`src/rtl/ps2_pkg.sv`:
```
// rtl/ps2_pkg.sv - shared types, default sizes and parity helper for the PS/2 receiver
package ps2_pkg;

    typedef enum logic [1:0] {
        IDLE   = 2'd0,
        DATA   = 2'd1,
        PARITY = 2'd2,
        STOP   = 2'd3
    } ps2_state_t;

    localparam int DEF_FIFO_DEPTH  = 16;
    localparam int DEF_FILT_LEN    = 8;
    localparam int DEF_TIMEOUT_CYC = 100000;

    // True when data byte plus parity bit carry an odd number of ones
    function automatic logic odd_parity_ok(input logic [8:0] bits);
        return ^bits;
    endfunction

endpackage

```
`src/rtl/ps2_rx_fifo.sv`:
```
// rtl/ps2_rx_fifo.sv - synchronous show-ahead FIFO; a push while full is dropped unless a pop frees the slot
module ps2_rx_fifo #(
    parameter int WIDTH = 8,
    parameter int DEPTH = 16
) (
    input  logic                   clk,
    input  logic                   rst,
    input  logic                   push,
    input  logic [WIDTH-1:0]       wdata,
    input  logic                   pop,
    output logic [WIDTH-1:0]       rdata,
    output logic                   full,
    output logic                   empty,
    output logic [$clog2(DEPTH):0] count
);
    localparam int AW = $clog2(DEPTH);
    localparam logic [AW:0] FULL_CNT = (AW + 1)'(DEPTH);

    logic [WIDTH-1:0] mem [DEPTH];
    logic [AW-1:0]    wr_ptr;
    logic [AW-1:0]    rd_ptr;
    logic [AW:0]      cnt;
    logic             do_push;
    logic             do_pop;

    assign empty   = (cnt == '0);
    assign full    = (cnt == FULL_CNT);
    assign do_pop  = pop && !empty;
    assign do_push = push && (!full || do_pop);
    assign count   = cnt;
    assign rdata   = empty ? '0 : mem[rd_ptr];

    always_ff @(posedge clk) begin
        if (rst) begin
            wr_ptr <= '0;
            rd_ptr <= '0;
            cnt    <= '0;
        end else begin
            if (do_push) wr_ptr <= wr_ptr + AW'(1);
            if (do_pop)  rd_ptr <= rd_ptr + AW'(1);
            if (do_push && !do_pop)      cnt <= cnt + (AW + 1)'(1);
            else if (!do_push && do_pop) cnt <= cnt - (AW + 1)'(1);
        end
    end

    always_ff @(posedge clk) begin
        if (do_push) mem[wr_ptr] <= wdata;
    end

endmodule

```
`src/rtl/ps2_rx.sv`:
```
// rtl/ps2_rx.sv - PS/2 device-to-host receiver: pin conditioning, frame decode, byte FIFO, sticky flags
// Defining PS2RX_TIMEOUT_EN adds a mid-frame idle timeout that aborts the frame and sets ferr.
module ps2_rx
    import ps2_pkg::*;
#(
    parameter int FIFO_DEPTH  = DEF_FIFO_DEPTH,
    parameter int FILT_LEN    = DEF_FILT_LEN,
    parameter int TIMEOUT_CYC = DEF_TIMEOUT_CYC
) (
    input  logic                          CLK,
    input  logic                          RST,
    input  logic                          PS2_CLK,
    input  logic                          PS2_DAT,
    input  logic                          rd,
    input  logic                          clr_err,
    output logic [7:0]                    rdata,
    output logic                          empty,
    output logic [$clog2(FIFO_DEPTH):0]   count,
    output logic                          perr,
    output logic                          ferr,
    output logic                          ovf,
    output logic                          busy
);
    localparam int FW = $clog2(FILT_LEN) + 1;
    localparam logic [FW-1:0] FILT_MAX = FW'(FILT_LEN - 1);

    logic [1:0]  clk_sync;
    logic [1:0]  dat_sync;
    logic        clk_lvl;
    logic [FW-1:0] filt_cnt;
    logic        fall;
    logic        dat;

    ps2_state_t  state, state_n;
    logic [7:0]  sr, sr_n;
    logic [2:0]  bitcnt, bitcnt_n;
    logic        par_ok, par_ok_n;
    logic        push, set_perr, set_ferr;
    logic        timeout;
    logic        fifo_full, fifo_empty;

    always_ff @(posedge CLK) begin
        if (RST) begin
            clk_sync <= 2'b11;
            dat_sync <= 2'b11;
        end else begin
            clk_sync <= {clk_sync[0], PS2_CLK};
            dat_sync <= {dat_sync[0], PS2_DAT};
        end
    end

    assign dat = dat_sync[1];

    // Level only follows the pin after FILT_LEN consecutive disagreeing samples
    always_ff @(posedge CLK) begin
        if (RST) begin
            clk_lvl  <= 1'b1;
            filt_cnt <= '0;
        end else if (clk_sync[1] == clk_lvl) begin
            filt_cnt <= '0;
        end else if (filt_cnt == FILT_MAX) begin
            clk_lvl  <= ~clk_lvl;
            filt_cnt <= '0;
        end else begin
            filt_cnt <= filt_cnt + FW'(1);
        end
    end

    assign fall = clk_lvl && !clk_sync[1] && (filt_cnt == FILT_MAX);

`ifdef PS2RX_TIMEOUT_EN
    localparam int TW = $clog2(TIMEOUT_CYC) + 1;
    localparam logic [TW-1:0] TO_MAX = TW'(TIMEOUT_CYC - 1);
    logic [TW-1:0] to_cnt;

    always_ff @(posedge CLK) begin
        if (RST || fall || state == IDLE) to_cnt <= '0;
        else                              to_cnt <= to_cnt + TW'(1);
    end

    assign timeout = (state != IDLE) && (to_cnt == TO_MAX);
`else
    logic [31:0] unused_timeout_cyc;
    assign unused_timeout_cyc = 32'(TIMEOUT_CYC);
    assign timeout = 1'b0;
`endif

    always_ff @(posedge CLK) begin
        if (RST) begin
            state  <= IDLE;
            sr     <= '0;
            bitcnt <= '0;
            par_ok <= 1'b0;
        end else begin
            state  <= state_n;
            sr     <= sr_n;
            bitcnt <= bitcnt_n;
            par_ok <= par_ok_n;
        end
    end

    always_comb begin
        state_n  = state;
        sr_n     = sr;
        bitcnt_n = bitcnt;
        par_ok_n = par_ok;
        push     = 1'b0;
        set_perr = 1'b0;
        set_ferr = 1'b0;
        if (fall) begin
            unique case (state)
                IDLE: begin
                    if (!dat) begin
                        state_n  = DATA;
                        bitcnt_n = '0;
                    end
                end
                DATA: begin
                    sr_n     = {dat, sr[7:1]};
                    bitcnt_n = bitcnt + 3'd1;
                    if (bitcnt == 3'd7) state_n = PARITY;
                end
                PARITY: begin
                    par_ok_n = odd_parity_ok({sr, dat});
                    state_n  = STOP;
                end
                STOP: begin
                    state_n = IDLE;
                    if (!dat)        set_ferr = 1'b1;
                    else if (par_ok) push     = 1'b1;
                    else             set_perr = 1'b1;
                end
                default: state_n = IDLE;
            endcase
        end else if (timeout) begin
            state_n  = IDLE;
            set_ferr = 1'b1;
        end
    end

    assign busy = (state != IDLE);

    ps2_rx_fifo #(
        .WIDTH (8),
        .DEPTH (FIFO_DEPTH)
    ) u_fifo (
        .clk   (CLK),
        .rst   (RST),
        .push  (push),
        .wdata (sr),
        .pop   (rd),
        .rdata (rdata),
        .full  (fifo_full),
        .empty (fifo_empty),
        .count (count)
    );

    assign empty = fifo_empty;

    // A set event in the same cycle as clr_err wins
    always_ff @(posedge CLK) begin
        if (RST) begin
            perr <= 1'b0;
            ferr <= 1'b0;
            ovf  <= 1'b0;
        end else begin
            if (set_perr)     perr <= 1'b1;
            else if (clr_err) perr <= 1'b0;
            if (set_ferr)     ferr <= 1'b1;
            else if (clr_err) ferr <= 1'b0;
            if (push && fifo_full && !(rd && !fifo_empty)) ovf <= 1'b1;
            else if (clr_err)                              ovf <= 1'b0;
        end
    end

endmodule

```
`config.mk`:
```
export PLATFORM = sky130hd
export DESIGN_NAME = ps2_rx
export DESIGN_NICKNAME = d
export VERILOG_FILES = /design/src/rtl/ps2_pkg.sv /design/src/rtl/ps2_rx_fifo.sv /design/src/rtl/ps2_rx.sv
export SDC_FILE = /design/constraint.sdc
export NUM_CORES = 1
export LEC_CHECK = 0
export CAP_MARGIN = 20
export CORE_AREA = 2 2 103 124
export DETAILED_ROUTE_END_ITERATION = 6
export DIE_AREA = 0 0 105 126
export GPL_TIMING_DRIVEN = 0
export PLACE_DENSITY = 0.77
export SLEW_MARGIN = 5
export SYNTH_ARGS = -nofsm -noshare
export SYNTH_HDL_FRONTEND = slang
export SYNTH_HIERARCHICAL = 1
export SYNTH_SLANG_ARGS = --single-unit
```
`constraint.sdc`:
```
create_clock -name CLK -period 3.69 [get_ports CLK]
set_input_delay 0.5535 -clock CLK [delete_from_list [all_inputs] [get_ports CLK]]
set_output_delay 0.5535 -clock CLK [all_outputs]
set_load 0.01 [all_outputs]
```
# Word level (Yosys, flattened, before mapping)
# Memories as Yosys holds them, arrays and structs flattened. A register that Yosys moved wholly into a read port is not among the register bits.
# Index checks and enable logic that the tools add are counted.
[op_classes]
n_addsub = 6
n_eq_ne = 9
mux = 27
bitwise_logic = 2
reduce_logical = 29
[ops]
columns = ["operator", "count"]
rows = [
  ["1-bit two-way mux", 17],
  ["4-bit by 1-bit adder with 4-bit output, second input constant", 3],
  ["2-bit nonzero test", 6],
  ["5-bit two-way mux", 2],
  ["9-bit parity", 1],
  ["1-bit logical AND", 8],
  ["4-bit two-way mux", 2],
  ["8-bit two-way mux", 1],
  ["2-bit case mux with 4 select lines", 1],
  ["3-bit case mux with 2 select lines", 1],
  ["2-bit AND reduction", 3],
  ["3-bit AND reduction", 2],
  ["5-bit by 1-bit adder with 5-bit output, second input constant", 1],
  ["5-bit equality test, second input constant", 1],
  ["1-bit logical NOT", 5],
  ["5-bit logical NOT", 1],
  ["5-bit by 1-bit subtractor with 5-bit output, second input constant", 1],
  ["2-bit equality test, second input constant", 2],
  ["4-bit by 3-bit equality test with 1-bit output, second input constant", 1],
  ["2-bit two-way mux", 2],
  ["2-bit != test, second input constant", 2],
  ["3-bit by 1-bit adder with 3-bit output, second input constant", 1],
  ["3-bit equality test, second input constant", 1],
  ["3-bit two-way mux", 1],
  ["other kinds (6)", 7],
]
[word_totals]
ff_bits = 39
mem_bits_rw = 128
inputBits = 6
out_inout_bits = 18
word_cells = 88
mem_count = 1
[mem_list]
columns = ["memory", "depth", "width", "read_ports", "rd_ports_with_merged_regs", "write_ports", "line_no", "source"]
rows = [
  ["u_fifo.mem", 16, 8, 1, 1, 1, "ps2_rx_fifo.sv:19", "logic [WIDTH-1:0] mem [DEPTH];"],
]

# Depth between registers and ports, before layout
# Gate-level depths: netlist of run 1.
[depth]
depth_word = 9
ltp_mapped = 13
mapped_depth_nobuf = 12

# Cells and area by module
# Netlist of run 1, hierarchy kept.
[by_module_without_submodules]
columns = ["module", "n_inst", "cells_per_inst", "area_each_um2"]
rows = [
  ["ps2_rx_fifo", 1, 317, 5893.2],
  ["ps2_rx", 1, 128, 1173.6],
]

# Worst setup path after synthesis of run 1
# OpenSTA, ideal clock, no wires.
[synth_path]
kind = "reg2reg"
startpoint = "reg filt_cnt[0]"
endpoint = "reg u_fifo.cnt[4] (netlist: u_fifo/count[4])"
setup_ns = 0.121
t_arrival_ns = 2.707
t_required_ns = 3.569
path_slack_ns = 0.862
stages_incl_launch_ff = 13
path_buffers = 1
period_less_slack_ns = 2.828
cell_sequence = "dfxtp_1 -> ha_1 -> and4b_1 -> buf_2 -> and4_2 -> a21boi_2 -> ha_1 -> inv_1 -> ha_1 -> a21oi_1 -> a211oi_1 -> a31oi_1 -> mux2_2"
[synth_via]
elab_chain_cells = 7
word_cells_on_any_way = 9
cone_classes = "eq/ne: 1; mux: 2; reduce/logical: 6"
[synth_rtl]
columns = ["element", "line_no", "source"]
rows = [
  ["start: declaration", "ps2_rx.sv:30", "logic [FW-1:0] filt_cnt;"],
  ["start signal: assignment", "ps2_rx.sv:65", "filt_cnt <= filt_cnt + FW'(1);"],
  ["4-bit by 3-bit equality test with 1-bit output (*)", "ps2_rx.sv:69", "assign fall = clk_lvl && !clk_sync[1] && (filt_cnt == FILT_MAX);"],
  ["1-bit logical AND (*)", "ps2_rx.sv:69", ""],
  ["1-bit two-way mux (*)", "ps2_rx.sv:110", "if (fall) begin"],
  ["via push", "ps2_rx.sv:38", "logic push, set_perr, set_ferr;"],
  ["1-bit logical AND (*)", "ps2_rx_fifo.sv:29", "assign do_push = push && (!full || do_pop);"],
  ["via u_fifo.do_push", "ps2_rx_fifo.sv:23", "logic do_push;"],
  ["1-bit logical NOT", "ps2_rx_fifo.sv:42", "else if (!do_push && do_pop) cnt <= cnt - (AW + 1)'(1);"],
  ["1-bit logical AND", "ps2_rx_fifo.sv:42", ""],
  ["2-bit nonzero test (no source line)", "--", ""],
  ["end signal: assignment", "ps2_rx_fifo.sv:41", "if (do_push && !do_pop) cnt <= cnt + (AW + 1)'(1);"],
  ["end signal: assignment", "ps2_rx_fifo.sv:42", ""],
  ["end: declaration", "ps2_rx_fifo.sv:22", "logic [AW:0] cnt;"],
]
# Mark *: on every way through the listed nets, which the timed path passes. The rest lies on a longest branch.
# A chain may end at the register's enable or synchronous reset.

==> results of run 1 <==
[worst paths after layout]
kind | cells after the start | endpoint
worst max-delay path | 6 | rdata[0]
worst min-delay path | 1 | dat_sync[1]$_SDFF_PP1_
worst max register to register | 12 | u_fifo/count[4]$_SDFFE_PP0P_
worst min register to register | 1 | dat_sync[1]$_SDFF_PP1_
[per-stage QoR]
stage | cells | setup slack [ns] | total power (uW)
after floorplan | 445 | 0.862 | 2090
after global placement | 628 | 0.457 | 2100
after detailed placement | 632 | 0.473 | 2100
after CTS | 664 | 0.408 | 3880
after global routing | 664 | 0.307 | 3950
final | 664 | 0.445 | 3850
[critical path: cells and delay by family (launching register included)]
family                 cells  cell delay [ns]
buffers and inverters      3             1.00
multiplexers               2             0.80
flip-flops                 1             0.33
AO/OA/AOI/OAI              1             0.14
[flip-flops by register name (all words and copies together) (netlist names), named ones only]
signal,flops
ovf,1
clk_sync,2
u_fifo/count,5
u_fifo/wr_ptr,4
sr,8
filt_cnt,4
clk_lvl,1
par_ok,1
bitcnt,3
u_fifo/rd_ptr,4
perr,1
dat_sync,2
u_fifo/mem,128
ferr,1
state,2
[power breakdown]
group          leakage [uW]  internal, uW  switching (uW)  total [uW]
Clock              0.000287          1060             723        1790
Sequential          0.00153          2040            1.49        2040
Combinational      0.000911          8.88            10.7        19.6
Total               0.00273          3110             735        3850
[cell type report]
| type | instances | area [um^2] | share of cell area, % |
|---|---|---|---|
| flip-flops and latches | 171 | 4700 | 57.9 |
| multi-input cells | 240 | 2180 | 26.8 |
| clock buffers | 17 | 425 | 5.24 |
| repair buffers | 26 | 250 | 3.08 |
| well taps | 161 | 201 | 2.48 |
| clock inverters | 15 | 175 | 2.16 |
| plain buffers | 26 | 153 | 1.88 |
| inverters | 8 | 30.0 | 0.370 |
[layer usage]
metal / GRT usage [%] / vias to the layer above / share of wire [%]
met5: 0 / - / 0
met4: 7.06 / 0 / 0.82
met3: 4.61 / 13 / 5.1
met2: 38.8 / 132 / 53
met1: 27.6 / 1994 / 41
li1: - / 1807 / -
[layout by cell type, fill, tap and decap left out, types with 4 or more instances in the layout]
cell type	count
dfxtp_1	43
clkdlybuf4s50_1	22
edfxtp_1	128
clkbuf_16	17
ha_1	18
mux4_2	23
inv_1	8
xnor2_1	7
buf_2	7
nand2_1	18
nor3_1	6
mux2i_1	11
buf_4	8
nor2_1	35
nor2b_1	10
nand3_1	12
a21oi_1	17
nand2b_1	7
clkbuf_1	11
mux4_1	9
clkinv_4	4
or2_2	4
xor2_1	8
a211oi_1	18
[kinds of logic after synthesis]
kind of cell,count (synthesis)
flip-flops,171
buffers and inverters,34
adder cells (fa/ha/maj),19
XOR/XNOR,16
AND/OR/NAND/NOR,111
AO/OA/AOI/OAI,50
multiplexers,44
==> impl_metrics.tcl, run 1 <==
set metrics [dict create \
    status "completed" \
    cts_resized 0 \
    final_area_um2 8120 \
    die_h_um 126 \
    overflow 0 \
    worstPathCellList "buf_2 > buf_4 > mux4_2 > mux2i_1 > a211oi_1 > clkdlybuf4s50_1" \
    place_area_um2 7520 \
    cts_max_path_buffers 2 \
    hold_start "dat_sync[0]$_SDFF_PP1_" \
    synth_top_family_by_area "multiplexers" \
    max_freq_mhz 308 \
    layout_min_cycle_time_ns 3.24 \
    post_cts_buffers 0 \
    ioPinCount 24 \
    synth_xor_area_share_pct 2.18 \
    core-area_um2 12000 \
    min-delay-path-class "flop to flop" \
    cts_hold_buf 0 \
    ant_nets 0 \
    yosys_register_bits 171 \
    diodes 0 \
    grt_pass1_vias 3908 \
    finClkSkew_ns 0.0117 \
    first_pass_iters 5 \
    syn_nets 470 \
    fin_crit_sh_pct 87.9 \
    synth_simple_gate_area_share_pct 8.04 \
    cp_max_fo 10 \
    arrival_ns 2.69 \
    cp.required_ns 3.14 \
    timing.rr.start "filt_cnt[0]$_SDFF_PP0_" \
    cts_root_buf "clkbuf_16" \
    wl_um 13700 \
    yosys-top-cells-area "edfxtp_1 54%, dfxtp_1 12%, mux4_2 7.3%" \
    rsz0062_at_grt "no" \
    peakVddDrop_v 0.000284 \
    clk_latency_ns 0.42 \
    antenna_found_initial 0 \
    cts_made_buffers 17 \
    fp-row-count 44 \
    ys_top_cells_by_count "128 x edfxtp_1, 43 x dfxtp_1, 35 x nor2_1" \
    wl_per_cell_um 20.6 \
    cts_tree "done" \
    finalWeightedCongestion 0.774 \
    drtIter0Drc 296 \
    synthArstFlopShare_pct 0 \
    synth_top_flop_cell "edfxtp_1" \
    synth.distinct_cells 50 \
    synth-edff-count 128 \
    yosysTopAreaCell "edfxtp_1" \
    die_w_um 105 \
    synthAdderAreaFrac_pct 3.47 \
    synthToLayoutAreaGrowth_pct 14.9 \
    final_layout_size_suffix_gt1_share_pct 16.5 \
    synth_mux_area_share_pct 12.4 \
    p_leak_uw 0.00273 \
    synth_top_area_share_pct 54.4 \
    vias 3946 \
    rrSetupSlack_ns 0.48 \
    final_net_count 515 \
    initial_core_util_pct 58.9 \
    drc 0 \
    final_max_slew_viol_count 0 \
    port_buffers 22 \
    clkSinkCount 171 \
    vias_per_cell 5.94 \
    power_density_nw_per_um2 474 \
    synth_seq_area_share_pct 66.6 \
    max_cap_violations 0 \
    setup_violations 0 \
    die_area_um2 13200 \
    start_kind "flop" \
    dp.final_hpwl_um 9010 \
    synthesis.area_um2 7070 \
    setup_tns_ns 0 \
    yosysWarnings 6 \
    whs_ns 0.420 \
    synthesis.instances 445 \
    worstSetupPathType "flop to output port" \
    cts_max_level 4 \
    cp-end-kind "output port" \
    grt_pass1_wl_um 21600 \
    critPathSlowestCell "mux4_2" \
    tightestPinTransition_ns 0.862 \
    syn_avg_cell_area_um2 15.9 \
    slew-limit-headroom_pct 42.1 \
    cts.clk_slew.worst_paths_ns 0.06 \
    fillers 840 \
    grt_max_degree 20 \
    synth_compound_area_share_pct 4.76 \
    track_usage_pct 22.1 \
    cpPeakStageDelay_ns 0.54 \
    hold_violations 0 \
    utilization_pct 67.7 \
    post-synth-top-count-cell "edfxtp_1" \
]
(Power assumes the default switching activity.)
==> run 2: changes to the inputs <==
PLACE_DENSITY = 0.83   (was 0.77)
==> impl_metrics.tcl, run 2 (synthesis results as in run 1) <==
set metrics [dict create \
    status "completed" \
    finalWeightedCongestion 0.782 \
    cts_hold_buf 0 \
    cts_resized 0 \
    cts_made_buffers 17 \
    max_cap_violations 0 \
    largest_reg_flops 128 \
    vias 3954 \
    critPathSlowestCell "mux4_2" \
    post_cts_buffers 0 \
    dp.final_hpwl_um 8770 \
    worstPathCellList "buf_2 > buf_4 > mux4_2 > mux2i_1 > a211oi_1 > clkdlybuf4s50_1" \
    core-area_um2 12000 \
    cts_root_buf "clkbuf_16" \
    finClkSkew_ns 0.00946 \
    register_area_um2 4700 \
    slew-limit-headroom_pct 41.9 \
    max_freq_mhz 313 \
    worstSetupPathType "flop to output port" \
    rrSetupSlack_ns 0.49 \
    fillers 815 \
    ioPinCount 24 \
    final_max_slew_viol_count 0 \
    initial_core_util_pct 58.9 \
    critPathCapture "rdata[3]" \
    hold_violations 0 \
    first_pass_iters 7 \
    cts_max_level 4 \
    overflow 0 \
    wl_um 13500 \
    cp.required_ns 3.14 \
    setup_tns_ns 0 \
    timing.rr.start "filt_cnt[0]$_SDFF_PP0_" \
    crit_cells 6 \
    cpPeakStageDelay_ns 0.55 \
    final_layout_size_suffix_gt1_share_pct 16.3 \
    vias_per_cell 5.95 \
    cp_max_fo 10 \
    cts_max_path_buffers 2 \
    track_usage_pct 21.7 \
    layout_min_cycle_time_ns 3.20 \
    final_common_cell "edfxtp_1" \
    whs_path_depth 1 \
    die_area_um2 13200 \
    antenna_found_initial 0 \
    crit_family "buffers and inverters" \
    final_net_count 515 \
    power_density_nw_per_um2 481 \
    top_register "u_fifo/mem" \
    utilization_pct 67.8 \
    drc 0 \
    fp-row-count 44 \
    tightestPinTransition_ns 0.864 \
    peakVddDrop_v 0.000314 \
    mostFrequentLayoutCells "128 x edfxtp_1, 43 x dfxtp_1, 35 x nor2_1" \
    cp-end-kind "output port" \
    port_buffers 22 \
    start_kind "flop" \
    wl_per_cell_um 20.3 \
    cts_tree "done" \
    rsz0062_at_grt "no" \
    ant_nets 0 \
    fin_crit_sh_pct 86.6 \
    setup_violations 0 \
    arrival_ns 2.64 \
    grt_pass1_vias 3911 \
    cts.clk_slew.worst_paths_ns 0.06 \
    grt_max_degree 20 \
    cp.buffers_inverters 3 \
    r2r_end "u_fifo/count[4]$_SDFFE_PP0P_" \
    drtIter0Drc 320 \
    synthToLayoutAreaGrowth_pct 15.2 \
    clkSinkCount 171 \
    r2r_cells 12 \
    clk_latency_ns 0.42 \
    min-delay-path-class "flop to flop" \
    p_leak_uw 0.00274 \
    die_w_um 105 \
    diodes 0 \
    die_h_um 126 \
    grt_pass1_wl_um 21200 \
    multiInputGateArea_um2 2180 \
]
run 2: final cells by class:
cell class / count / share of cell area [%]
multi-input combinational: 240 / 26.8
sequential: 171 / 57.8
buffer: 26 / 1.87
inverter: 8 / 0.369
clock buffer: 18 / 5.27
tap: 161 / 2.47
timing repair buffer: 26 / 3.07
clock inverter: 14 / 2.40
run 2: metrics by stage:
step	cell area [um^2]	total power (uW)	instances	hold WS (ns)	setup WS, ns
after detailed placement	7520	2100	632	0.395	0.523
after global placement	7490	2100	628	0.393	0.571
after CTS	8140	3940	664	0.411	0.410
final	8140	3910	664	0.408	0.493
after global routing	8140	4010	664	0.419	0.236
after floorplan	7070	2090	445	0.389	0.862
run 2: layer usage:
| metal | wire length [um] | global-route usage (%) | vias to the layer above |
|---|---|---|---|
| li1 | - | - | 1809 |
| met1 | 5410 | 27.5 | 1973 |
| met2 | 6950 | 36.3 | 152 |
| met3 | 878 | 6.31 | 20 |
| met4 | 231 | 7.22 | 0 |
| met5 | 0 | 0 | - |
run 2: how the worst min path moves through the flow:
stage	start	to	slack [ns]
floorplan	clk_sync[0]$_SDFF_PP1_	clk_sync[1]$_SDFF_PP1_	0.39
global placement	dat_sync[0]$_SDFF_PP1_	dat_sync[1]$_SDFF_PP1_	0.39
detailed placement	dat_sync[0]$_SDFF_PP1_	dat_sync[1]$_SDFF_PP1_	0.40
CTS	dat_sync[0]$_SDFF_PP1_	dat_sync[1]$_SDFF_PP1_	0.41
global route	clk_sync[0]$_SDFF_PP1_	clk_sync[1]$_SDFF_PP1_	0.42
finish	dat_sync[0]$_SDFF_PP1_	dat_sync[1]$_SDFF_PP1_	0.41
run 2: power by group:
| group | switching [uW] | total, uW | internal [uW] | leakage, uW |
|---|---|---|---|---|
| Combinational | 10.4 | 19.2 | 8.80 | 0.000911 |
| Clock | 716 | 1850 | 1140 | 0.000295 |
| Sequential | 1.27 | 2040 | 2040 | 0.00153 |
==> run 3: changes to the inputs <==
CAP_MARGIN = not set   (was 20)
SLEW_MARGIN = 10   (was 5)
TNS_END_PERCENT = 100   (was not set)
==> impl_metrics.tcl, run 3 (synthesis results as in run 1) <==
set metrics [dict create \
    track_usage_pct 21.7 \
    cts_max_level 4 \
    grt_pass1_wl_um 21500 \
    peakVddDrop_v 0.000383 \
    cp-end-kind "output port" \
    slew-limit-headroom_pct 14.2 \
    ioPinCount 24 \
    synthToLayoutAreaGrowth_pct 14.6 \
    overflow 0 \
    cts_tree "done" \
    hold_violations 0 \
    setup_tns_ns 0 \
    final_net_count 511 \
    clk_latency_ns 0.42 \
    wl_um 13500 \
    final_layout_size_suffix_gt1_share_pct 16.2 \
    dp_slack_ns 0.492 \
    start_kind "flop" \
    register_area_um2 4700 \
    grt_max_degree 20 \
    layout_min_cycle_time_ns 3.27 \
    hold_start "dat_sync[0]$_SDFF_PP1_" \
    cts_made_buffers 17 \
    post_cts_buffers 0 \
    timing.rr.start "filt_cnt[0]$_SDFF_PP0_" \
    first_pass_iters 5 \
    status "completed" \
    fin_crit_sh_pct 88.6 \
    rsz0062_at_grt "no" \
    cts_root_buf "clkbuf_16" \
    drtIter0Drc 327 \
    clkSinkCount 171 \
    power_density_nw_per_um2 476 \
    design_power_total_uw 3850 \
    rrSetupSlack_ns 0.44 \
    worstSetupPathType "flop to output port" \
    cp_max_fo 10 \
    dp.cells 628 \
    largest_reg_flops 128 \
    finalWeightedCongestion 0.782 \
    ant_nets 0 \
    final_common_cell "edfxtp_1" \
    mostFrequentLayoutCells "128 x edfxtp_1, 43 x dfxtp_1, 35 x nor2_1" \
    max_cap_violations 0 \
    die_w_um 105 \
    die_h_um 126 \
    fillers 832 \
    p_leak_uw 0.00271 \
    cts_hold_buf 0 \
    core-area_um2 12000 \
    grt_pass1_vias 4037 \
    min-delay-path-class "flop to flop" \
    cp.required_ns 3.14 \
    layout.cells.non_filler 660 \
    final_max_slew_viol_count 0 \
    top_register "u_fifo/mem" \
    arrival_ns 2.72 \
    finClkSkew_ns 0.0167 \
    antenna_found_initial 0 \
    fin_ws_ns 0.420 \
    final_area_um2 8100 \
    cts.clk_slew.worst_paths_ns 0.07 \
    wl_per_cell_um 20.4 \
    place_area_um2 7490 \
    die_area_um2 13200 \
    fp-row-count 44 \
    initial_core_util_pct 58.9 \
    dp.final_hpwl_um 8600 \
    drc 0 \
    multiInputGateArea_um2 2190 \
    diodes 0 \
    port_buffers 22 \
    cts_max_path_buffers 2 \
    vias_per_cell 6.00 \
    cts_resized 0 \
    max_freq_mhz 306 \
    tightestPinTransition_ns 1.28 \
    setup_violations 0 \
    vias 3959 \
]
## run 3: cell count changes in the layout (fill, tap and decap cells not counted), sizes merged
cell | before | now
buf | 19 | 15
bufinv | 4 | 3
clkinv | 4 | 5
clkinvlp | 3 | 5
inv | 11 | 9
## run 3: worst paths after layout
| path | cells past startpoint | end |
|---|---|---|
| max | 6 | rdata[5] |
| min | 1 | dat_sync[1]$_SDFF_PP1_ |
| max reg2reg | 12 | u_fifo/count[4]$_SDFFE_PP0P_ |
| min reg2reg | 1 | dat_sync[1]$_SDFF_PP1_ |
## run 3: critical path, stage by stage (launching register included)
cell,delay [ns]
dfxtp_1,0.34
buf_2,0.22
buf_4,0.27
mux4_2,0.56
mux2i_1,0.27
a211oi_1,0.12
clkdlybuf4s50_1,0.50
## run 3: cell type report
class	count	share of cell area, %
Buffer	26	1.88
Clock buffer	18	5.30
Clock inverter	14	2.13
Inverter	8	0.371
Multi-Input combinational cell	240	27.0
Sequential cell	171	58.1
Tap cell	161	2.49
Timing Repair Buffer	22	2.72
## run 3: per-layer routing
layer	global-route usage, %	share of wire (%)
met1	28.0	41
met2	36.3	52
met3	4.24	5.4
met4	9.18	2.0
met5	0	0
## run 3: power by group
| group | total (uW) | internal (uW) | leakage, uW | switching [uW] |
|---|---|---|---|---|
| clock | 1790 | 1070 | 0.000279 | 726 |
| sequential | 2040 | 2040 | 0.00153 | 1.24 |
| combinational | 19.7 | 8.81 | 0.000899 | 10.9 |
| total | 3850 | 3120 | 0.00271 | 738 |
## run 3: per-stage QoR
stage               util [%]  hold WS, ns
CTS                     67.4        0.411
finish                  67.5        0.410
global route            67.5        0.418
global placement        62.4        0.393
floorplan                  -        0.389
detailed placement      62.4        0.395
